## src/rtl/blink_rate_controller_if.sv

```systemverilog
// Button, beat and command bundle between the front panel and the blinkers.
// master drives buttons and beat; slave is the rate controller.
interface blink_rate_controller_if #(
  parameter int EXP_W = 3
);
  logic             beat;
  logic             btn_select;
  logic             btn_slower;
  logic             btn_faster;
  logic             shift_left1;
  logic             shift_right1;
  logic             shift_left2;
  logic             shift_right2;
  logic [1:0]       edit_sel;
  logic [EXP_W-1:0] exp1;
  logic [EXP_W-1:0] exp2;

  modport master (
    output beat, btn_select, btn_slower, btn_faster,
    input  shift_left1, shift_right1, shift_left2, shift_right2,
    input  edit_sel, exp1, exp2
  );

  modport slave (
    input  beat, btn_select, btn_slower, btn_faster,
    output shift_left1, shift_right1, shift_left2, shift_right2,
    output edit_sel, exp1, exp2
  );
endinterface

```

## src/rtl/blink_rate_controller.sv

```systemverilog
// Debounced three-button front end that selects a blinker and
// issues saturating period shift commands to it.
module blink_rate_controller #(
  parameter int DEBOUNCE_BEATS = 2,
  parameter int IDLE_BEATS     = 64,
  parameter int EXP_W          = 3,
  parameter int DEFAULT_EXP    = 5,
  parameter int MIN_EXP        = 1,
  parameter int MAX_EXP        = 7
) (
  input logic clk,
  input logic reset,
  blink_rate_controller_if.slave bus
);
  localparam int DB_W = $clog2(DEBOUNCE_BEATS + 1);
  localparam int ID_W = $clog2(IDLE_BEATS);

  typedef enum logic [1:0] {
    LOCKED = 2'd0,
    EDIT1  = 2'd1,
    EDIT2  = 2'd2
  } state_t;

  logic [2:0]            raw;
  logic [2:0]            sync1;
  logic [2:0]            sync2;
  logic [2:0]            deb;
  logic [2:0]            deb_d;
  logic [2:0][DB_W-1:0]  cnt;
  logic [2:0]            ev;
  logic                  cmd_slow;
  logic                  cmd_fast;

  state_t                state_q;
  state_t                state_d;
  logic [ID_W-1:0]       idle_q;
  logic [ID_W-1:0]       idle_d;
  logic [EXP_W-1:0]      exp1_q;
  logic [EXP_W-1:0]      exp1_d;
  logic [EXP_W-1:0]      exp2_q;
  logic [EXP_W-1:0]      exp2_d;
  logic [3:0]            shift_q;
  logic [3:0]            shift_d;

  // bit 0 select, bit 1 slower, bit 2 faster
  assign raw = {bus.btn_faster, bus.btn_slower, bus.btn_select};

  // Two-flop synchronizers and beat-paced debouncers
  always_ff @(posedge clk) begin
    if (reset) begin
      sync1 <= '0;
      sync2 <= '0;
      deb   <= '0;
      deb_d <= '0;
      cnt   <= '0;
    end else begin
      sync1 <= raw;
      sync2 <= sync1;
      deb_d <= deb;
      for (int i = 0; i < 3; i++) begin
        if (sync2[i] == deb[i]) begin
          cnt[i] <= '0;
        end else if (bus.beat) begin
          if (cnt[i] == DB_W'(DEBOUNCE_BEATS - 1)) begin
            deb[i] <= ~deb[i];
            cnt[i] <= '0;
          end else begin
            cnt[i] <= cnt[i] + 1'b1;
          end
        end
      end
    end
  end

  // A press is the rising edge of the debounced level
  assign ev = deb & ~deb_d;

  // Select dominates; opposing commands cancel each other
  assign cmd_slow = ev[1] & ~ev[2] & ~ev[0];
  assign cmd_fast = ev[2] & ~ev[1] & ~ev[0];

  // Edit-target state, idle timer, exponents and shift pulses
  always_ff @(posedge clk) begin
    if (reset) begin
      state_q <= LOCKED;
      idle_q  <= '0;
      exp1_q  <= EXP_W'(DEFAULT_EXP);
      exp2_q  <= EXP_W'(DEFAULT_EXP);
      shift_q <= '0;
    end else begin
      state_q <= state_d;
      idle_q  <= idle_d;
      exp1_q  <= exp1_d;
      exp2_q  <= exp2_d;
      shift_q <= shift_d;
    end
  end

  // Next state, idle timeout and saturating commands
  always_comb begin
    state_d = state_q;
    idle_d  = idle_q;
    exp1_d  = exp1_q;
    exp2_d  = exp2_q;
    shift_d = '0;
    if (ev[0]) begin
      idle_d = '0;
      unique case (state_q)
        LOCKED:  state_d = EDIT1;
        EDIT1:   state_d = EDIT2;
        default: state_d = LOCKED;
      endcase
    end else if (state_q != LOCKED) begin
      if (cmd_slow || cmd_fast) begin
        idle_d = '0;
      end else if (bus.beat) begin
        if (idle_q == ID_W'(IDLE_BEATS - 1)) begin
          state_d = LOCKED;
          idle_d  = '0;
        end else begin
          idle_d = idle_q + 1'b1;
        end
      end
      if (state_q == EDIT1) begin
        if (cmd_slow && exp1_q < EXP_W'(MAX_EXP)) begin
          shift_d[3] = 1'b1;
          exp1_d     = exp1_q + 1'b1;
        end else if (cmd_fast && exp1_q > EXP_W'(MIN_EXP)) begin
          shift_d[2] = 1'b1;
          exp1_d     = exp1_q - 1'b1;
        end
      end else begin
        if (cmd_slow && exp2_q < EXP_W'(MAX_EXP)) begin
          shift_d[1] = 1'b1;
          exp2_d     = exp2_q + 1'b1;
        end else if (cmd_fast && exp2_q > EXP_W'(MIN_EXP)) begin
          shift_d[0] = 1'b1;
          exp2_d     = exp2_q - 1'b1;
        end
      end
    end
  end

  assign bus.shift_left1  = shift_q[3];
  assign bus.shift_right1 = shift_q[2];
  assign bus.shift_left2  = shift_q[1];
  assign bus.shift_right2 = shift_q[0];
  assign bus.edit_sel     = state_q;
  assign bus.exp1         = exp1_q;
  assign bus.exp2         = exp2_q;
endmodule

```

## src/flat_wrapper.sv

```systemverilog
// flat-port wrapper written by rule: the top's interface ports become plain ports
module blink_rate_controller_flat 
#(
  parameter int DEBOUNCE_BEATS = 2,
  parameter int IDLE_BEATS     = 64,
  parameter int EXP_W          = 3,
  parameter int DEFAULT_EXP    = 5,
  parameter int MIN_EXP        = 1,
  parameter int MAX_EXP        = 7
)
  (clk, reset, bus_beat, bus_btn_select, bus_btn_slower, bus_btn_faster, bus_shift_left1, bus_shift_right1, bus_shift_left2, bus_shift_right2, bus_edit_sel, bus_exp1, bus_exp2);
  blink_rate_controller_if #(.EXP_W(EXP_W)) bus_i ();
  input logic clk;
  input logic reset;
  input wire logic [$bits(bus_i.beat)-1:0] bus_beat;
  input wire logic [$bits(bus_i.btn_select)-1:0] bus_btn_select;
  input wire logic [$bits(bus_i.btn_slower)-1:0] bus_btn_slower;
  input wire logic [$bits(bus_i.btn_faster)-1:0] bus_btn_faster;
  output wire logic [$bits(bus_i.shift_left1)-1:0] bus_shift_left1;
  output wire logic [$bits(bus_i.shift_right1)-1:0] bus_shift_right1;
  output wire logic [$bits(bus_i.shift_left2)-1:0] bus_shift_left2;
  output wire logic [$bits(bus_i.shift_right2)-1:0] bus_shift_right2;
  output wire logic [$bits(bus_i.edit_sel)-1:0] bus_edit_sel;
  output wire logic [$bits(bus_i.exp1)-1:0] bus_exp1;
  output wire logic [$bits(bus_i.exp2)-1:0] bus_exp2;
  assign bus_i.beat = bus_beat;
  assign bus_i.btn_select = bus_btn_select;
  assign bus_i.btn_slower = bus_btn_slower;
  assign bus_i.btn_faster = bus_btn_faster;
  assign bus_shift_left1 = bus_i.shift_left1;
  assign bus_shift_right1 = bus_i.shift_right1;
  assign bus_shift_left2 = bus_i.shift_left2;
  assign bus_shift_right2 = bus_i.shift_right2;
  assign bus_edit_sel = bus_i.edit_sel;
  assign bus_exp1 = bus_i.exp1;
  assign bus_exp2 = bus_i.exp2;
  blink_rate_controller #(.DEBOUNCE_BEATS(DEBOUNCE_BEATS), .IDLE_BEATS(IDLE_BEATS), .EXP_W(EXP_W), .DEFAULT_EXP(DEFAULT_EXP), .MIN_EXP(MIN_EXP), .MAX_EXP(MAX_EXP)) u_core (.clk(clk), .reset(reset), .bus(bus_i));
endmodule
```

## config.mk

```make
export PLATFORM = sky130hd
export DESIGN_NAME = blink_rate_controller_flat
export DESIGN_NICKNAME = d
export VERILOG_FILES = /design/src/rtl/blink_rate_controller_if.sv /design/src/rtl/blink_rate_controller.sv /design/src/flat_wrapper.sv
export SDC_FILE = /design/constraint.sdc
export NUM_CORES = 1
export LEC_CHECK = 0
export BUFFER_PORTS_ARGS = -buffer_cell sky130_fd_sc_hd__buf_4
export CAP_MARGIN = 20
export CORE_MARGIN = 1.5
export CORE_UTILIZATION = 55
export DETAILED_ROUTE_END_ITERATION = 7
export PLACE_DENSITY = 0.8
export SYNTH_ARGS = -nofsm -noshare
export SYNTH_HDL_FRONTEND = slang
export SYNTH_SLANG_ARGS = --single-unit
```

## constraint.sdc

```tcl
create_clock -name clk -period 2.57 [get_ports clk]
set_input_delay 0.257 -clock clk [delete_from_list [all_inputs] [get_ports clk]]
set_output_delay 0.257 -clock clk [all_outputs]
set_load 0.01 [all_outputs]
```

# [Word level (Yosys, flattened, before mapping)]
# Cells that the tools add are included.
[classes] n_eq_ne=9 bitwise=17 add_sub_neg=8 n_lt_le_gt_ge=4 n_reduce_logical=28 muxes=20
[ops] cell="2-to-1 mux 6 bit" count=3
[ops] cell="2-to-1 mux 2 bit" count=8
[ops] cell="nonzero test 2 bit" count=7
[ops] cell="2-to-1 mux 3 bit" count=4
[ops] cell="AND reduction 4 bit" count=3
[ops] cell="inverter 1 bit" count=11
[ops] cell="OR reduction 5 bit" count=2
[ops] cell="AND reduction 3 bit" count=3
[ops] cell="equality test 2 x 1 -> 1 bit (second input constant)" count=4
[ops] cell="OR reduction 2 bit" count=4
[ops] cell="OR reduction 4 bit" count=2
[ops] cell="adder 2 x 1 -> 2 bit (second input constant)" count=3
[ops] cell="adder 3 x 1 -> 3 bit (second input constant)" count=2
[ops] cell="adder 6 x 1 -> 6 bit (second input constant)" count=1
[ops] cell="equality test 6 bit (second input constant)" count=1
[ops] cell="> comparator 3 x 1 -> 1 bit (second input constant)" count=2
[ops] cell="< comparator 3 bit (second input constant)" count=2
[ops] cell="subtractor 3 x 1 -> 3 bit (second input constant)" count=2
[ops] cell="AND 1 bit" count=4
[ops] cell="logical AND 1 bit" count=4
[ops] cell="2-to-1 mux 1 bit" count=4
[ops] cell="case mux 2 bit (2 select lines)" count=1
[ops] cell="AND 3 bit" count=1
[ops] cell="equality test 1 bit" count=3
[ops] cell="5 further kinds" count=5
[word_totals] regBits=36 in_bits=6 wordCells=103 out_inout_bits=12

# [Depth between registers and ports, before layout]
# Gate-level depths: netlist of the first run.
[logic_depth] word_depth=9 mapped_depth=7

# [Worst setup path after synthesis of the first run]
# No wires, ideal clock.
[synth_path] path_kind="register to register" start="register u_core.exp2_q[1], in the netlist u_core.bus.exp2[1]" end="register u_core.exp2_q[2], in the netlist u_core.bus.exp2[2]" synth_period_minus_slack_ns=1.965 path_buffers=0 stages_incl_launch_ff=8 path_slack_ns=0.605 setup_ns=0.127 arrival_ns=1.838 cell_sequence="dfxtp_1 -> inv_1 -> ha_1 -> o21bai_1 -> a2111oi_4 -> o21ai_1 -> o21ai_1 -> or3b_1"
[synth_between] elab_chain_cells=4 elab_cells_between_ends=10
[synth_lines] element="from (decl)" line="blink_rate_controller.sv:40" text="logic [EXP_W-1:0] exp2_q;"
[synth_lines] element="from (signal assigned)" line="blink_rate_controller.sv:88" text="exp2_q <= EXP_W'(DEFAULT_EXP);"
[synth_lines] element="from (signal assigned)" line="blink_rate_controller.sv:94" text="exp2_q <= exp2_d;"
[synth_lines] element="> comparator 3 x 1 -> 1 bit or < comparator 3 bit (tied branches)" line="blink_rate_controller.sv:136, blink_rate_controller.sv:133"
[synth_lines] element="logical AND 1 bit (on tied branches)" line="blink_rate_controller.sv:136, blink_rate_controller.sv:133"
[synth_lines] element="nonzero test 2 bit (no line)"
[synth_lines] element="AND reduction 4 bit (no line)"
# Several ways; a longest one is shown, not always the timed one. The select of a mux whose other input is x is not followed.
# A chain may end at the register's enable or synchronous reset.

# [Worst setup path in the final report of the first run]
# Same ends and word-level chain as after synthesis.

==> results of run 1 <==
[cell usage in the layout, fill, tap and decap left out, types with 2 or more instances in the layout]
| cell | instances |
|---|---|
| a21oi_1 | 11 |
| clkbuf_4 | 5 |
| nor2b_1 | 11 |
| and3_1 | 4 |
| nand2b_1 | 7 |
| ha_1 | 7 |
| dfxtp_1 | 36 |
| and2b_1 | 2 |
| o21ai_0 | 6 |
| o21bai_1 | 2 |
| nand3b_1 | 2 |
| inv_1 | 6 |
| nand2_1 | 13 |
| a22o_1 | 2 |
| nor2_1 | 13 |
| xnor2_1 | 9 |
| mux2i_1 | 6 |
| o21ai_1 | 2 |
| buf_4 | 17 |
| nand3_1 | 3 |
| nor3_1 | 11 |
[final timing paths]
kind                                         start                  to  depth (start not counted)
worst max register to register  u_core.bus.exp2[1]  u_core.bus.exp2[2]                          7
worst max-delay path            u_core.bus.exp2[1]  u_core.bus.exp2[2]                          7
worst min register to register       u_core.cnt[3]       u_core.cnt[3]                          2
worst min-delay path                bus_btn_slower     u_core.sync1[1]                          2
[cell usage after synthesis, drive strengths merged]
cell type	number	area share
mux2	1	0.0069
nor3	11	0.034
o21ai	8	0.024
a22o	2	0.011
nor4	1	0.013
a31oi	1	0.0038
a21boi	1	0.0046
nand2b	8	0.032
buf	2	0.0053
o2111ai	1	0.0053
o21bai	2	0.0092
xnor2	9	0.048
and4	1	0.0053
a21oi	11	0.034
o21ba	1	0.0061
inv	6	0.014
a41oi	1	0.0053
mux2i	6	0.037
o21a	1	0.0046
nor2	13	0.030
and2	1	0.0038
nand3	3	0.0092
nor2b	12	0.050
o221a	1	0.0069
xor2	1	0.0053
ha	7	0.053
nand2	13	0.030
a2111oi	1	0.017
and2b	2	0.0092
nand4	1	0.0038
clkbuf	4	0.0092
dfxtp	36	0.44
nand3b	2	0.0092
and3	4	0.015
or3b	1	0.0053
[per-layer routing]
metal	global-route usage	vias to the layer above	share of wire
li1	-	642	-
met4	0.123	0	0.021
met3	0.0544	9	0.045
met1	0.251	615	0.44
met5	0	-	0
met2	0.349	44	0.50
[power by group through the flow]
| stage | Sequential (W) | Combinational, W | Clock, W |
|---|---|---|---|
| final | 0.000566 | 0.0000327 | 0.000281 |
| after global routing | 0.000567 | 0.0000356 | 0.000306 |
| after CTS | 0.000566 | 0.0000325 | 0.000287 |
| after detailed placement | 0.000579 | 0.0000324 | 0 |
| after global placement | 0.000578 | 0.0000312 | 0 |
| after floorplan | 0.000578 | 0.0000228 | 0 |
[critical path, delay by kind of cell (launching register included)]
kind,cells,cell delay [ns]
buf+inv,1,0.09
compound gates,4,0.98
flops,1,0.44
fa+ha+maj,1,0.18
simple gates,1,0.36
[cell type report]
type                       count  area (um2)  area share
clock buffer                   6        41.3      0.0226
clock inverter                 1        5.00     0.00274
inverter                       6        22.5      0.0123
multi-input combinational    128         871       0.477
sequential                    36         721       0.395
tap                           31        38.8      0.0212
timing repair buffer          17         128      0.0699
[through the flow]
| step | hold WS (ns) | util | total power [W] |
|---|---|---|---|
| after global routing | 0.117 | 0.657 | 0.000908 |
| after CTS | 0.119 | 0.657 | 0.000886 |
| after floorplan | 0.385 | - | 0.000601 |
| final | 0.123 | 0.657 | 0.000880 |
| after detailed placement | 0.426 | 0.640 | 0.000611 |
| after global placement | 0.419 | 0.640 | 0.000609 |
[sequential cells by signal, summed over array words and instances, names as in the netlist, 3 cells and up]
signal and count:
u_core.cnt 6, u_core.idle_q 6, u_core.shift_q 4, u_core.bus.exp1 3
u_core.bus.exp2 3, u_core.deb 3, u_core.deb_d 3, u_core.sync1 3
u_core.sync2 3
[cell families after synthesis]
kind of cell,synth area share
compound gates,0.131
xor+xnor,0.0535
fa+ha+maj,0.0535
buf+inv,0.0283
flops,0.440
mux,0.0435
simple gates,0.250
==> impl_metrics.json, run 1 <==
{
  "worstMarginPinSlew_ns": 0.620,
  "syn-num-nets": 189,
  "netlist_area_um2": 1640,
  "path_max_fanout": 6,
  "antenna_found_initial": 0,
  "clkSinkCount": 36,
  "grt_pass1_wl_mm": 5.35,
  "outcome": "complete, no violations",
  "cellInternalPower_w": 0.000678,
  "areaGrowthSynthToFinish_pct": 11.5,
  "gp_congestion": 0.768,
  "slew-limit-headroom": 0.585,
  "critPathMostFrequentCell": "o21ai_1",
  "p_seq_frac": 0.643,
  "crit_path_top_delay_cell": "dfxtp_1",
  "io_pins": 18,
  "place_ws_ns": 0.436,
  "wl_per_cell_um": 14.5,
  "synth.avg_cell_area_um2": 9.31,
  "cts.clk_slew.worst_paths_ns": 0.10,
  "period_needed_ns": 2.16,
  "path_class": "reg -> reg",
  "switchingPower_w": 0.000202,
  "powerDensity_nw_per_um2": 482,
  "drive_gt1_frac": 0.155,
  "htree_levels": 2,
  "worst_setup_path_start_kind": "flip-flop",
  "nFillCells": 240,
  "p_leak_nw": 0.702,
  "finalWorstSetupSlack_ns": 0.406,
  "cap_violations": 0,
  "ys_seq_area_frac": 0.440,
  "fin_cells": 225,
  "fin_skew_ns": 0.00677,
  "antenna_left": 0,
  "cts_tree": "yes",
  "slew_violations": 0,
  "dpl_cell_area_um2": 1780,
  "vias": 1310,
  "cts_hold_buf": 0,
  "worstPathCellList": "inv_1, ha_1, o21bai_1, a2111oi_4, o21ai_1, o21ai_1, or3b_1",
  "grt_usage": 0.213,
  "die_x_um": 57.6,
  "clk-insertion-delay-late_ns": 0.34,
  "max_stage_delay_ns": 0.44,
  "yosysWarningCount": 0,
  "cts_buffers": 5,
  "numPortBuffers": 17,
  "cts-root-buf": "clkbuf_4",
  "ys_seq_elements": 36,
  "critPathCaptureType": "flip-flop",
  "drt-initial-drc-count": 66,
  "first_pass_iters": 4,
  "rows": 19,
  "die-area_um2": 3310,
  "dp.cells": 218,
  "hpwl_mm": 2.33,
  "setup_viol": 0,
  "grt_overflow": 0,
  "p_comb_frac": 0.037,
  "initial_utilization": 0.589,
  "hold_path_class": "in -> reg",
  "fin_setup_tns_ns": 0,
  "pwr-share-clk": 0.320,
  "nets": 207,
  "required_ns": 2.79,
  "drcViolationCount": 0,
  "swShare": 0.229,
  "rsz0062_at_grt": "no",
  "irDropWorstVdd_mv": 0.436,
  "detail_route.vias_per_cell": 5.82,
  "die_h_um": 57.6,
  "timing.fmax_ghz": 0.462,
  "n_antenna_cell": 0,
  "grt_max_degree": 28,
  "clockBufferDepth": 2,
  "routed_wl_mm": 3.26,
  "core_area_um2": 2780,
  "hold_viol": 0,
  "postCtsSetupBuffers": 0,
  "cp.arrival_ns": 2.39,
  "r2r_setup_slack_ns": 0.41,
  "synth_cell_types": 39,
  "post-route-cell-area_um2": 1830,
  "grt_pass1_vias": 1232,
  "fin_crit_sh": 0.842,
  "synth_cells": 176,
  "post_cts_resized": 0
}
No activity file was read; power rests on OpenSTA's default activity.
==> inputs of run 2 (changes only) <==
CORE_UTILIZATION = 51   (was 55)
PLACE_DENSITY = 0.78   (was 0.8)
clock period = 1.7 ns   (was 2.57 ns; I/O delays follow)
==> run 2 against run 1 <==
Against the previous run: the run now ends with setup timing left; utilization grew 0.14 points; clock-buffer cell count shrank 1; clock skew is essentially flat; hold slack lost 0.095 ns; maximum frequency grew 24%; sequential power grew 51%; first-iteration DRC count shrank 11%; critical path depth is the same; global-route usage shrank 0.57 points; clock power grew 110%.
==> impl_metrics.json, run 2 (synthesis gave the netlist of run 1 again) <==
{
  "outcome": "finished with violations",
  "violations": "setup timing",
  "irDropWorstVdd_mv": 0.538,
  "multi_input_area_um2": 907,
  "max_stage_delay_ns": 0.36,
  "htree_levels": 2,
  "core_area_um2": 3050,
  "cts_tree": "yes",
  "antenna_left": 0,
  "die_x_um": 59.7,
  "cts_hold_buf": 0,
  "n_antenna_cell": 0,
  "hold_path_class": "in -> reg",
  "areaGrowthSynthToFinish_pct": 22.7,
  "fin_crit_sh": 1.02,
  "total_power_w": 0.00151,
  "clk-insertion-delay-late_ns": 0.35,
  "powerDensity_nw_per_um2": 749,
  "routed_wl_mm": 3.25,
  "largestRegisters": "u_core.cnt x6, u_core.idle_q x6, u_core.shift_q x4",
  "grt_pass1_vias": 1283,
  "clkSinkCount": 36,
  "rows": 20,
  "required_ns": 1.94,
  "cts-root-buf": "clkbuf_4",
  "gp_congestion": 0.819,
  "grt_max_degree": 28,
  "rsz0062_at_grt": "yes",
  "cts_buffers": 5,
  "worstPathCellList": "inv_2, ha_4, o21bai_4, a2111oi_4, o21ai_2, o21ai_1, or3b_1",
  "slew_violations": 0,
  "drive_gt1_frac": 0.261,
  "grt_pass1_wl_mm": 5.42,
  "cap_violations": 0,
  "io_pins": 18,
  "mostFrequentLayoutCell": "dfxtp_1",
  "die_h_um": 59.7,
  "fin_skew_ns": 0.00715,
  "wl_per_cell_um": 13.0,
  "first_pass_iters": 4,
  "period_needed_ns": 1.74,
  "grt_overflow": 0,
  "finalWorstSetupSlack_ns": -0.0399,
  "numPortBuffers": 17,
  "hold_viol": 0,
  "nFillCells": 272,
  "cp_num_buf_inv": 1,
  "hpwl_mm": 2.34,
  "path_class": "reg -> reg",
  "place_ws_ns": -0.0723,
  "p_leak_nw": 0.779,
  "cts.clk_slew.worst_paths_ns": 0.11,
  "drt-initial-drc-count": 59,
  "dpl_cell_area_um2": 1890,
  "detail_route.vias_per_cell": 5.30,
  "vias": 1330,
  "nets": 219,
  "critPathCaptureType": "flip-flop",
  "path_max_fanout": 2,
  "worst_setup_path_start_kind": "flip-flop",
  "setup_viol": 1,
  "post-route-cell-area_um2": 2010,
  "initial_utilization": 0.536,
  "seq_area_um2": 728,
  "clockBufferDepth": 2,
  "slew-limit-headroom": 0.709,
  "worstMarginPinSlew_ns": 0.433,
  "mostFrequentLayoutCells": "dfxtp_1, buf_4, nor2_1, nand2_1",
  "final_core_util": 0.658,
  "antenna_found_initial": 0,
  "die-area_um2": 3560,
  "grt_usage": 0.207,
  "path_delay_family": "compound AO/OA/AOI/OAI gates",
  "crit_path_top_delay_cell": "dfxtp_4",
  "drcViolationCount": 0,
  "cp.arrival_ns": 1.98,
  "timing.fmax_ghz": 0.575
}
==> run 2: changes by cell type in the layout (fill, tap and decap cells not counted), sizes merged <==
cell,before,now
buf,17,29
bufinv,0,1
clkbuf,6,5
inv,6,7
==> run 2: where the power goes <==
group          switching, W  internal, W   total, W
sequential       0.00000361     0.000850   0.000853
clock              0.000293     0.000308   0.000601
combinational     0.0000273    0.0000238  0.0000511
==> run 2: layer usage <==
layer	share of wire	vias to the layer above	track usage
met5	0	-	0
met1	0.43	619	0.231
met3	0.055	7	0.0693
met4	0.017	0	0.102
met2	0.50	39	0.351
li1	-	665	-
==> run 2: stage by stage <==
step | instances | hold WS, ns | setup TNS (ns)
6_report | 251 | 0.0276 | -0.0399
5_1_grt | 251 | 0.0137 | -0.295
4_1_cts | 249 | 0.0106 | -0.0859
3_5_place_dp | 240 | 0.391 | -0.0985
3_3_place_gp | 240 | 0.386 | 0
2_1_floorplan | 176 | 0.298 | -0.0620
==> run 2: worst paths after layout <==
check	startpoint	endpoint	slack (ns)	cells past startpoint
hold / removal	bus_btn_slower	u_core.sync1[1]	0.03	2
hold reg to reg	u_core.sync1[0]	u_core.sync2[0]	0.45	1
setup / recovery	u_core.bus.exp2[1]	u_core.bus.exp2[2]	-0.04	7
setup reg to reg	u_core.bus.exp2[1]	u_core.bus.exp2[2]	-0.04	7
==> run 2: timing repair <==
item / 4_1_cts / 5_1_grt
gates resized for setup: 2 / 3
endpoints found under the setup margin: 2 / 7
setup buffers: 1 / 2
pin swaps: 2 / 3
==> run 2: layout make-up <==
type / instances / area share
clock buffers: 5 / 0.0187
flip-flops and latches: 36 / 0.362
clock inverters: 3 / 0.0205
multi-input cells: 128 / 0.451
repair buffers: 29 / 0.108
inverters: 6 / 0.0112
well taps: 44 / 0.0274
==> inputs of run 3 (changes only) <==
clock period = 1.47 ns   (was 1.7 ns; I/O delays follow)
==> run 3 against run 2 <==
Against the previous run: wire length grew 15%; sequential share of layout area shrank 3.3 points; non-clock buffer count grew 16; critical endpoint unchanged; via count grew 9.4%; highest routed layer unchanged; total power grew 3.5%; the flow still finishes with violations (setup timing); largest cell class unchanged.
==> impl_metrics.json, run 3 (synthesis gave the netlist of run 1 again) <==
{
  "irDropWorstVdd_mv": 0.680,
  "slew_violations": 0,
  "powerDensity_nw_per_um2": 695,
  "holdPathStages": 2,
  "grt_max_degree": 28,
  "nets": 235,
  "rows": 20,
  "hpwl_mm": 2.58,
  "die_x_um": 59.7,
  "rsz0062_at_grt": "yes",
  "total_power_w": 0.00156,
  "worst_setup_path_start_kind": "flip-flop",
  "die_h_um": 59.7,
  "p_leak_nw": 0.870,
  "core_area_um2": 3050,
  "areaGrowthSynthToFinish_pct": 36.9,
  "vias": 1455,
  "path_max_fanout": 2,
  "required_ns": 1.71,
  "worst_r2r_startpoint": "u_core.bus.exp2[1]",
  "fin_skew_ns": 0.0154,
  "cts-root-buf": "clkbuf_4",
  "crit_path_top_delay_cell": "dfxtp_4",
  "slew-limit-headroom": 0.769,
  "min_to": "u_core.sync1[2]",
  "multi_input_area_um2": 1030,
  "htree_levels": 2,
  "violations": "setup timing",
  "gp_congestion": 0.823,
  "clk-insertion-delay-late_ns": 0.36,
  "r2r_setup_slack_ns": -0.29,
  "worstPathCellList": "inv_4, ha_4, o21bai_4, a2111oi_4, o21ai_2, o21ai_1, or3b_1",
  "seq_area_um2": 738,
  "routed_wl_mm": 3.75,
  "nFillCells": 225,
  "grt_overflow": 0,
  "rr_endpoint": "u_core.bus.exp2[2]",
  "antenna_found_initial": 0,
  "fin_setup_tns_ns": -0.752,
  "outcome": "finished with violations",
  "io_pins": 18,
  "die-area_um2": 3560,
  "hp-start": "bus_btn_faster",
  "max_stage_delay_ns": 0.37,
  "first_pass_iters": 4,
  "r2r_cells": 7,
  "grt_pass1_vias": 1426,
  "n_antenna_cell": 0,
  "fin_crit_sh": 1.20,
  "cts_tree": "yes",
  "cts.clk_slew.worst_paths_ns": 0.10,
  "drcViolationCount": 0,
  "finalWorstSetupSlack_ns": -0.295,
  "drive_gt1_frac": 0.381,
  "mostFrequentLayoutCells": "buf_4, dfxtp_1, nor2_1, nand2_1, nor2b_1",
  "cp.arrival_ns": 2.00,
  "worstMarginPinSlew_ns": 0.345,
  "hold_path_class": "in -> reg",
  "period_needed_ns": 1.76,
  "wl_per_cell_um": 14.1,
  "cts_buffers": 5,
  "detail_route.vias_per_cell": 5.45,
  "antenna_left": 0,
  "largestRegisters": "u_core.cnt x6, u_core.idle_q x6, u_core.shift_q x4",
  "cap_violations": 0,
  "grt_usage": 0.241,
  "clkSinkCount": 36,
  "mostFrequentLayoutCell": "buf_4",
  "setup_viol": 5,
  "numPortBuffers": 17,
  "hold_viol": 0,
  "path_class": "reg -> reg",
  "drt-initial-drc-count": 117,
  "timing.fmax_ghz": 0.567,
  "clockBufferDepth": 2,
  "grt_pass1_wl_mm": 6.38,
  "critPathCaptureType": "flip-flop",
  "initial_utilization": 0.536
}
run 3: cell types whose count changed in the layout (fill, tap and decap cells not counted), moves of 2 or more:
cell,previous run,this run
dlygate4sd3_1,0,2
dfxtp_2,3,5
a21oi_4,0,2
a21oi_1,10,7
xnor2_2,0,3
nand2b_4,0,2
xnor2_1,9,6
clkbuf_1,0,2
dfxtp_1,32,28
dfxtp_4,1,3
and2b_1,2,0
buf_4,29,42
run 3: cell type report:
| cell class | count | share of cell area |
|---|---|---|
| Timing Repair Buffer | 45 | 0.155 |
| Inverter | 6 | 0.0112 |
| Sequential cell | 36 | 0.329 |
| Tap cell | 44 | 0.0246 |
| Clock buffer | 7 | 0.0201 |
| Multi-Input combinational cell | 128 | 0.458 |
| Clock inverter | 1 | 0.00223 |
run 3: repair_timing:
action	CTS	global route
hold endpoints to repair	2	0
setup buffers	3	2
cloned	0	0
hold buffers	2	0
pin swaps	3	3
gates resized for setup	12	15
endpoints found under the setup margin	10	15
run 3: through the flow:
| step | hold WS (ns) | setup slack, ns | instances | util | cell area, um2 |
|---|---|---|---|---|---|
| floorplan | 0.275 | -0.291 | 176 | - | 1690 |
| global placement | 0.363 | -0.208 | 252 | 0.659 | 2010 |
| detailed placement | 0.362 | -0.301 | 252 | 0.659 | 2010 |
| CTS | 0.00683 | -0.288 | 265 | 0.709 | 2160 |
| global route | 0.00724 | -0.399 | 267 | 0.734 | 2240 |
| finish | 0.0123 | -0.295 | 267 | 0.734 | 2240 |
run 3: worst max-delay path by stage:
stage / startpoint / endpoint / slack [ns] / depth (start not counted)
after floorplan: u_core.bus.exp2[1] / u_core.bus.exp2[2] / -0.29 / 7
after global placement: u_core.bus.exp2[1] / u_core.bus.exp2[2] / -0.21 / 7
after detailed placement: u_core.bus.exp2[1] / u_core.bus.exp2[2] / -0.30 / 7
after CTS: u_core.bus.exp2[1] / u_core.bus.exp2[2] / -0.29 / 7
after global routing: u_core.bus.exp2[1] / u_core.bus.exp2[2] / -0.40 / 7
final: u_core.bus.exp2[1] / u_core.bus.exp2[2] / -0.29 / 7
run 3: routing by layer:
metal	share of wire	GRT usage
met5	0	0
met4	0.037	0.143
met3	0.050	0.0498
met2	0.50	0.399
met1	0.41	0.286
run 3: where the power goes:
part           total [W]  switching (W)  internal, W
clock network   0.000508       0.000322     0.000186
registers       0.000983     0.00000437     0.000979
logic          0.0000670      0.0000347    0.0000323
run 3: critical path, delay by kind of cell (launching register included):
| family | cells | cell delay, ns |
|---|---|---|
| flops | 1 | 0.37 |
| simple gates | 1 | 0.34 |
| fa+ha+maj | 1 | 0.14 |
| buf+inv | 1 | 0.04 |
| compound gates | 4 | 0.77 |
